[src/rtl/colorizer_pkg.sv]
// Shared fade-controller types: FSM state encoding and the pFadeCmd command codes.
package colorizer_pkg;

    typedef enum logic [1:0] {
        StIdle    = 2'd0,
        StFadeIn  = 2'd1,
        StFadeOut = 2'd2
    } fadeState_t;

    typedef enum logic [1:0] {
        CmdHold    = 2'b00,
        CmdFadeIn  = 2'b01,
        CmdFadeOut = 2'b10,
        CmdSnap    = 2'b11
    } fadeCmd_t;

endpackage

[src/rtl/layer_colorizer_if.sv]
// Pixel bus between the layer sources / DTG and the colorizer, plus the VGA colour outputs.
interface layer_colorizer_if #(
    parameter int NUM_LAYERS = 4,
    parameter int COLOR_W    = 4
);
    localparam int PIX_W = 3 * COLOR_W;

    logic [NUM_LAYERS*PIX_W-1:0] pLayerPix;
    logic [NUM_LAYERS-1:0]       pLayerOpaque;
    logic [PIX_W-1:0]            pBackground;
    logic                        pVideo_on;
    logic [COLOR_W-1:0]          pRed_VGA;
    logic [COLOR_W-1:0]          pGreen_VGA;
    logic [COLOR_W-1:0]          pBlue_VGA;
    logic                        pVideo_on_out;

    modport master (
        output pLayerPix, pLayerOpaque, pBackground, pVideo_on,
        input  pRed_VGA, pGreen_VGA, pBlue_VGA, pVideo_on_out
    );

    modport slave (
        input  pLayerPix, pLayerOpaque, pBackground, pVideo_on,
        output pRed_VGA, pGreen_VGA, pBlue_VGA, pVideo_on_out
    );

endinterface

[src/rtl/fade_ctrl.sv]
// Fade FSM and brightness level counter; steps once per frame, saturates at 0 and FADE_MAX.
module fade_ctrl
    import colorizer_pkg::*;
#(
    parameter int COLOR_W = 4
) (
    input  logic               pClk,
    input  logic               pReset,
    input  logic               pFrameStart,
    input  logic [1:0]         pFadeCmd,
    input  logic               pFadeGo,
    output logic               pFadeBusy,
    output logic [COLOR_W:0]   pFadeLevel
);
    localparam int FADE_MAX = 2 ** COLOR_W;
    localparam int LVL_W    = COLOR_W + 1;
    localparam logic [LVL_W-1:0] LvlMax = LVL_W'(FADE_MAX);
    localparam logic [LVL_W-1:0] LvlOne = LVL_W'(1);

    fadeState_t fadeState;

    // A command wins over a frame tick in the same cycle; stepping resumes on the next tick.
    always_ff @(posedge pClk) begin
        if (pReset) begin
            fadeState  <= StIdle;
            pFadeLevel <= LvlMax;
            pFadeBusy  <= 1'b0;
        end else if (pFadeGo) begin
            unique case (fadeCmd_t'(pFadeCmd))
                CmdHold: begin
                    fadeState <= StIdle;
                    pFadeBusy <= 1'b0;
                end
                CmdFadeIn: begin
                    fadeState <= StFadeIn;
                    pFadeBusy <= 1'b1;
                end
                CmdFadeOut: begin
                    fadeState <= StFadeOut;
                    pFadeBusy <= 1'b1;
                end
                CmdSnap: begin
                    fadeState  <= StIdle;
                    pFadeLevel <= LvlMax;
                    pFadeBusy  <= 1'b0;
                end
            endcase
        end else if (pFrameStart) begin
            case (fadeState)
                StFadeIn: begin
                    if (pFadeLevel != LvlMax) pFadeLevel <= pFadeLevel + LvlOne;
                    if (pFadeLevel >= LvlMax - LvlOne) begin
                        fadeState <= StIdle;
                        pFadeBusy <= 1'b0;
                    end
                end
                StFadeOut: begin
                    if (pFadeLevel != '0) pFadeLevel <= pFadeLevel - LvlOne;
                    if (pFadeLevel <= LvlOne) begin
                        fadeState <= StIdle;
                        pFadeBusy <= 1'b0;
                    end
                end
                default: ;
            endcase
        end
    end

endmodule

[src/rtl/layer_colorizer.sv]
// Two-stage pixel pipeline: priority layer select, then per-channel brightness scaling.
module layer_colorizer
    import colorizer_pkg::*;
#(
    parameter int NUM_LAYERS = 4,
    parameter int COLOR_W    = 4
) (
    input  logic             pClk,
    input  logic             pReset,
    layer_colorizer_if.slave vid,
    input  logic             pFrameStart,
    input  logic [1:0]       pFadeCmd,
    input  logic             pFadeGo,
    output logic             pFadeBusy,
    output logic [COLOR_W:0] pFadeLevel
);
    localparam int PIX_W = 3 * COLOR_W;
    localparam int LVL_W = COLOR_W + 1;

    logic [PIX_W-1:0]   pixSel;
    logic [PIX_W-1:0]   s1Pix;
    logic               s1Vid;
    logic [COLOR_W-1:0] redQ, greenQ, blueQ;
    logic               vidQ;

    fade_ctrl #(
        .COLOR_W(COLOR_W)
    ) uFadeCtrl (
        .pClk       (pClk),
        .pReset     (pReset),
        .pFrameStart(pFrameStart),
        .pFadeCmd   (pFadeCmd),
        .pFadeGo    (pFadeGo),
        .pFadeBusy  (pFadeBusy),
        .pFadeLevel (pFadeLevel)
    );

    // Full-width product then drop COLOR_W LSBs; level FADE_MAX is an exact pass-through.
    function automatic logic [COLOR_W-1:0] scaleChan(input logic [COLOR_W-1:0] c,
                                                     input logic [LVL_W-1:0]   lvl);
        logic [2*COLOR_W-1:0] prod;
        prod = (2*COLOR_W)'(c) * (2*COLOR_W)'(lvl);
        return COLOR_W'(prod >> COLOR_W);
    endfunction

    // Descending scan so the lowest opaque index ends up selected.
    always_comb begin
        pixSel = vid.pBackground;
        for (int k = NUM_LAYERS - 1; k >= 0; k--) begin
            if (vid.pLayerOpaque[k]) pixSel = vid.pLayerPix[k*PIX_W +: PIX_W];
        end
        if (!vid.pVideo_on) pixSel = '0;
    end

    always_ff @(posedge pClk) begin
        if (pReset) begin
            s1Pix  <= '0;
            s1Vid  <= 1'b0;
            redQ   <= '0;
            greenQ <= '0;
            blueQ  <= '0;
            vidQ   <= 1'b0;
        end else begin
            s1Pix <= pixSel;
            s1Vid <= vid.pVideo_on;
            vidQ  <= s1Vid;
            if (s1Vid) begin
                redQ   <= scaleChan(s1Pix[2*COLOR_W +: COLOR_W], pFadeLevel);
                greenQ <= scaleChan(s1Pix[COLOR_W +: COLOR_W], pFadeLevel);
                blueQ  <= scaleChan(s1Pix[0 +: COLOR_W], pFadeLevel);
            end else begin
                redQ   <= '0;
                greenQ <= '0;
                blueQ  <= '0;
            end
        end
    end

    assign vid.pRed_VGA      = redQ;
    assign vid.pGreen_VGA    = greenQ;
    assign vid.pBlue_VGA     = blueQ;
    assign vid.pVideo_on_out = vidQ;

endmodule

[src/flat_wrapper.sv]
// flat-port wrapper written by rule: the top's interface ports become plain ports
module layer_colorizer_flat import colorizer_pkg::*;
#(
    parameter int NUM_LAYERS = 4,
    parameter int COLOR_W    = 4
)
  (pClk, pReset, pFrameStart, pFadeCmd, pFadeGo, pFadeBusy, pFadeLevel, vid_pLayerPix, vid_pLayerOpaque, vid_pBackground, vid_pVideo_on, vid_pRed_VGA, vid_pGreen_VGA, vid_pBlue_VGA, vid_pVideo_on_out);
  layer_colorizer_if #(.NUM_LAYERS(NUM_LAYERS), .COLOR_W(COLOR_W)) vid_i ();
  input  logic pClk;
  input  logic pReset;
  input  logic pFrameStart;
  input  logic [1:0] pFadeCmd;
  input  logic pFadeGo;
  output logic pFadeBusy;
  output logic [COLOR_W:0] pFadeLevel;
  input wire logic [$bits(vid_i.pLayerPix)-1:0] vid_pLayerPix;
  input wire logic [$bits(vid_i.pLayerOpaque)-1:0] vid_pLayerOpaque;
  input wire logic [$bits(vid_i.pBackground)-1:0] vid_pBackground;
  input wire logic [$bits(vid_i.pVideo_on)-1:0] vid_pVideo_on;
  output wire logic [$bits(vid_i.pRed_VGA)-1:0] vid_pRed_VGA;
  output wire logic [$bits(vid_i.pGreen_VGA)-1:0] vid_pGreen_VGA;
  output wire logic [$bits(vid_i.pBlue_VGA)-1:0] vid_pBlue_VGA;
  output wire logic [$bits(vid_i.pVideo_on_out)-1:0] vid_pVideo_on_out;
  assign vid_i.pLayerPix = vid_pLayerPix;
  assign vid_i.pLayerOpaque = vid_pLayerOpaque;
  assign vid_i.pBackground = vid_pBackground;
  assign vid_i.pVideo_on = vid_pVideo_on;
  assign vid_pRed_VGA = vid_i.pRed_VGA;
  assign vid_pGreen_VGA = vid_i.pGreen_VGA;
  assign vid_pBlue_VGA = vid_i.pBlue_VGA;
  assign vid_pVideo_on_out = vid_i.pVideo_on_out;
  layer_colorizer #(.NUM_LAYERS(NUM_LAYERS), .COLOR_W(COLOR_W)) u_core (.pClk(pClk), .pReset(pReset), .vid(vid_i), .pFrameStart(pFrameStart), .pFadeCmd(pFadeCmd), .pFadeGo(pFadeGo), .pFadeBusy(pFadeBusy), .pFadeLevel(pFadeLevel));
endmodule
[config.mk]
export PLATFORM = sky130hd
export DESIGN_NAME = layer_colorizer_flat
export DESIGN_NICKNAME = d
export VERILOG_FILES = /design/src/rtl/colorizer_pkg.sv /design/src/rtl/layer_colorizer_if.sv /design/src/rtl/fade_ctrl.sv /design/src/rtl/layer_colorizer.sv /design/src/flat_wrapper.sv
export SDC_FILE = /design/constraint.sdc
export NUM_CORES = 1
export LEC_CHECK = 0
export ABC_CLOCK_PERIOD_IN_PS = 4500
export CAP_MARGIN = 20
export CORE_ASPECT_RATIO = 0.9
export CORE_UTILIZATION = 55
export DETAILED_ROUTE_END_ITERATION = 8
export DONT_BUFFER_PORTS = 1
export PLACE_DENSITY = 0.77
export SETUP_SLACK_MARGIN = 0.5
export SYNTH_ARGS = -nofsm -noshare
export SYNTH_HDL_FRONTEND = slang
export SYNTH_SLANG_ARGS = --single-unit
[constraint.sdc]
create_clock -name pClk -period 4.5 [get_ports pClk]
set_input_delay 0.675 -clock pClk [delete_from_list [all_inputs] [get_ports pClk]]
set_output_delay 0.675 -clock pClk [all_outputs]
set_load 0.03 [all_outputs]
==> results.toml <==
[route]
ant_nets = 0
routed_wl_um = 6610
drcViolationCount = 0
routed-via-count = 2439
post_drt_via_cell_ratio = 5.82
dr.pass1.iters = 5
avgRoutedWirePerCell_um = 15.8
drtIter0Drc = 148

[timing]
tns_ns = 0
finalHoldViolations = 0
finalSetupViolCount = 0
fin_crit_sh_pct = 77.9
rsz0062_at_grt = "no"
clock_skew_ns = 0.00780
worst_slew_pin_slew_ns = 0.887
drv_slew = 0
fmax_ghz = 0.285
hold-worst-slack_ns = 0.445
slew_headroom_pct = 40.8
post-route-min-period_ns = 3.51

[worst_setup_path]
worstSetupPathType = "flop to flop"
worstSetupEndpointType = "flop"
arrival_ns = 3.71
required_ns = 4.70
cp_top_family = "adder cells"
path_buf_inv = 1
crit_path_max_fanout = 18
path_cells = "nand2_1 -> fa_1 -> inv_1 -> fa_1 -> ha_1 -> nand4_1 -> o2111ai_1 -> a2111o_1 -> o21ai_0"
critPathMaxStageDelay_ns = 0.90
cp-start-kind = "flop"
critPathMostFrequentCell = "fa_1"
slowest_stage = "dfxtp_1"

[synth]
synth-compound-area-share_pct = 13.0
ys.flop_type = "dfxtp_1"
synth_simple_gate_area_share_pct = 22.5
synth_adder_area_share_pct = 23.8
seq_area_frac_synth_pct = 22.0
synth.mux.area_fraction_pct = 8.89
ys_ff_latch = 34
synth.avg_cell_area_um2 = 8.61
ys_warn_count = 0
synthesis.area_mm2 = 0.00310
synth_edf_count = 0
synth_top_family_by_area = "adder cells"
synth_cell_types = 36
async_flop_share_pct = 0
synthXorXnorAreaFrac_pct = 4.52
synth_fp_nets = 481
syn_inst = 360

[run_status]
status = "finished clean"

[floorplanning]
dieWidth_um = 81.1
die_h_um = 73.2
row_count = 25
ioPinCount = 90
core_area_mm2 = 0.00535
start_util_pct = 57.9
floorplan.die_area_mm2 = 0.00594

[grt]
grt_pass1_vias = 2322
grt_pass1_wl_um = 10600
antenna_found_initial = 0
grt_max_degree = 25
grt-ovfl-total = 0
track_usage_pct = 23.2

[power_and_ir_drop]
vdd_drop_max_uv = 207
leakagePower_nw = 1.48
powerDensity_mw_per_mm2 = 224

[clocking]
postCtsSetupRepairBufs = 0
cts_tree = "built"
cts_hold_buffers = 0
cts.sinks = 34
ctsResizeCount = 0
h-tree-depth = 2
numCtsBuffers = 5
clk_latency_ns = 0.29
cts_buffer_depth = 2
clkTransAtPathRegs_ns = 0.08
cts_root_buf = "clkbuf_8"

[flow_run]
cap_violations = 0

[finish]
layout.nets = 472
final_common_cell = "and2_1"
final_cell_mix = "and2_1 (36), ha_1 (35), dfxtp_1 (34), nand2_1 (27), inv_1 (24)"
drive_gt1_share_pct = 6.25
syn_to_final_growth_pct = 5.29
fin_cells = 419
num_antenna_cells = 0

[placement]
finalWeightedCongestion = 0.826
io_buffers = 0
hpwl_um = 5310
dp_cells = 411

[min_path]
hp-class = "input pin to flop"
==> path summary, 6_finish.rpt <==
check	start	to	slack (ns)	cells after the start
setup / recovery	u_core.uFadeCtrl.pFadeLevel[0]	u_core.vid.pRed_VGA[3]	0.99	9
hold / removal	pReset	u_core.uFadeCtrl.pFadeLevel[1]	0.44	1
setup reg to reg	u_core.uFadeCtrl.pFadeLevel[0]	u_core.vid.pRed_VGA[3]	0.99	9
hold reg to reg	u_core.uFadeCtrl.fadeState[0]	u_core.uFadeCtrl.fadeState[0]	0.54	2
==> per-layer routing <==
| metal | global-route usage, % | vias to the layer above | wire length, um |
|---|---|---|---|
| li1 | - | 1219 | - |
| met1 | 30.4 | 1119 | 3050 |
| met2 | 39.0 | 94 | 3110 |
| met3 | 4.75 | 7 | 390 |
| met4 | 5.56 | 0 | 59 |
| met5 | 0 | - | 0 |
==> cells by family (layout without fill, tap and decap cells) <==
kind of cell	count (synthesis)	in the layout
buffers and inverters	42	34
DFF	34	34
xor gates and xnor gates	16	16
and+or+nand+nor	128	128
muxes	26	26
adders and majority gates	50	50
AOI/OAI and AO/OA	64	64
==> state kept, by name, indices dropped and copies added (netlist names) <==
name                         count
u_core.s1Pix                    12
u_core.uFadeCtrl.pFadeBusy       1
u_core.uFadeCtrl.pFadeLevel      5
u_core.vid.pRed_VGA              4
u_core.s1Vid                     1
u_core.vid.pBlue_VGA             4
u_core.vid.pGreen_VGA            4
u_core.vid.pVideo_on_out         1
u_core.uFadeCtrl.fadeState       2
==> synthesized netlist by cell type (all sizes together) (11+ instances only) <==
| library cell | n | share of area [%] |
|---|---|---|
| nand2b | 17 | 3.4 |
| dfxtp | 34 | 22 |
| nor2 | 11 | 1.3 |
| and3 | 14 | 2.8 |
| xnor2 | 15 | 4.2 |
| fa | 15 | 9.7 |
| and2 | 36 | 7.3 |
| o21ai | 20 | 3.2 |
| ha | 35 | 14 |
| mux2i | 14 | 4.5 |
| mux2 | 12 | 4.4 |
| inv | 24 | 2.9 |
| a21oi | 21 | 3.4 |
| clkbuf | 13 | 1.6 |
| nand2 | 27 | 3.3 |
==> where the power goes <==
group | leakage (nW) | switching [mW] | total (mW) | internal, mW
clock network | 0.0683 | 0.113 | 0.335 | 0.222
registers | 0.277 | 0.0143 | 0.324 | 0.310
logic | 1.13 | 0.0320 | 0.0716 | 0.0397
total | 1.48 | 0.160 | 0.731 | 0.572
==> area by class of cell <==
class                      count  area (um2)
tap                           67        83.8
inverter                      24        90.1
sequential                    34         681
fill                         460        2090
clock inverter                 3        68.8
clock buffer                   5        68.8
timing repair buffer           2        15.0
multi-input combinational    284        2250
==> per-stage QoR <==
| step | total power [mW] | worst slack, ns | util (%) | area (um2) |
|---|---|---|---|---|
| after floorplan | 0.396 | 1.19 | - | 3100 |
| after global placement | 0.400 | 1.19 | 58.4 | 3120 |
| after detailed placement | 0.402 | 1.01 | 58.4 | 3120 |
| after CTS | 0.737 | 0.983 | 61.0 | 3260 |
| after global routing | 0.761 | 0.832 | 61.0 | 3260 |
| final | 0.731 | 0.993 | 61.0 | 3260 |
(Power assumes the default switching activity.)
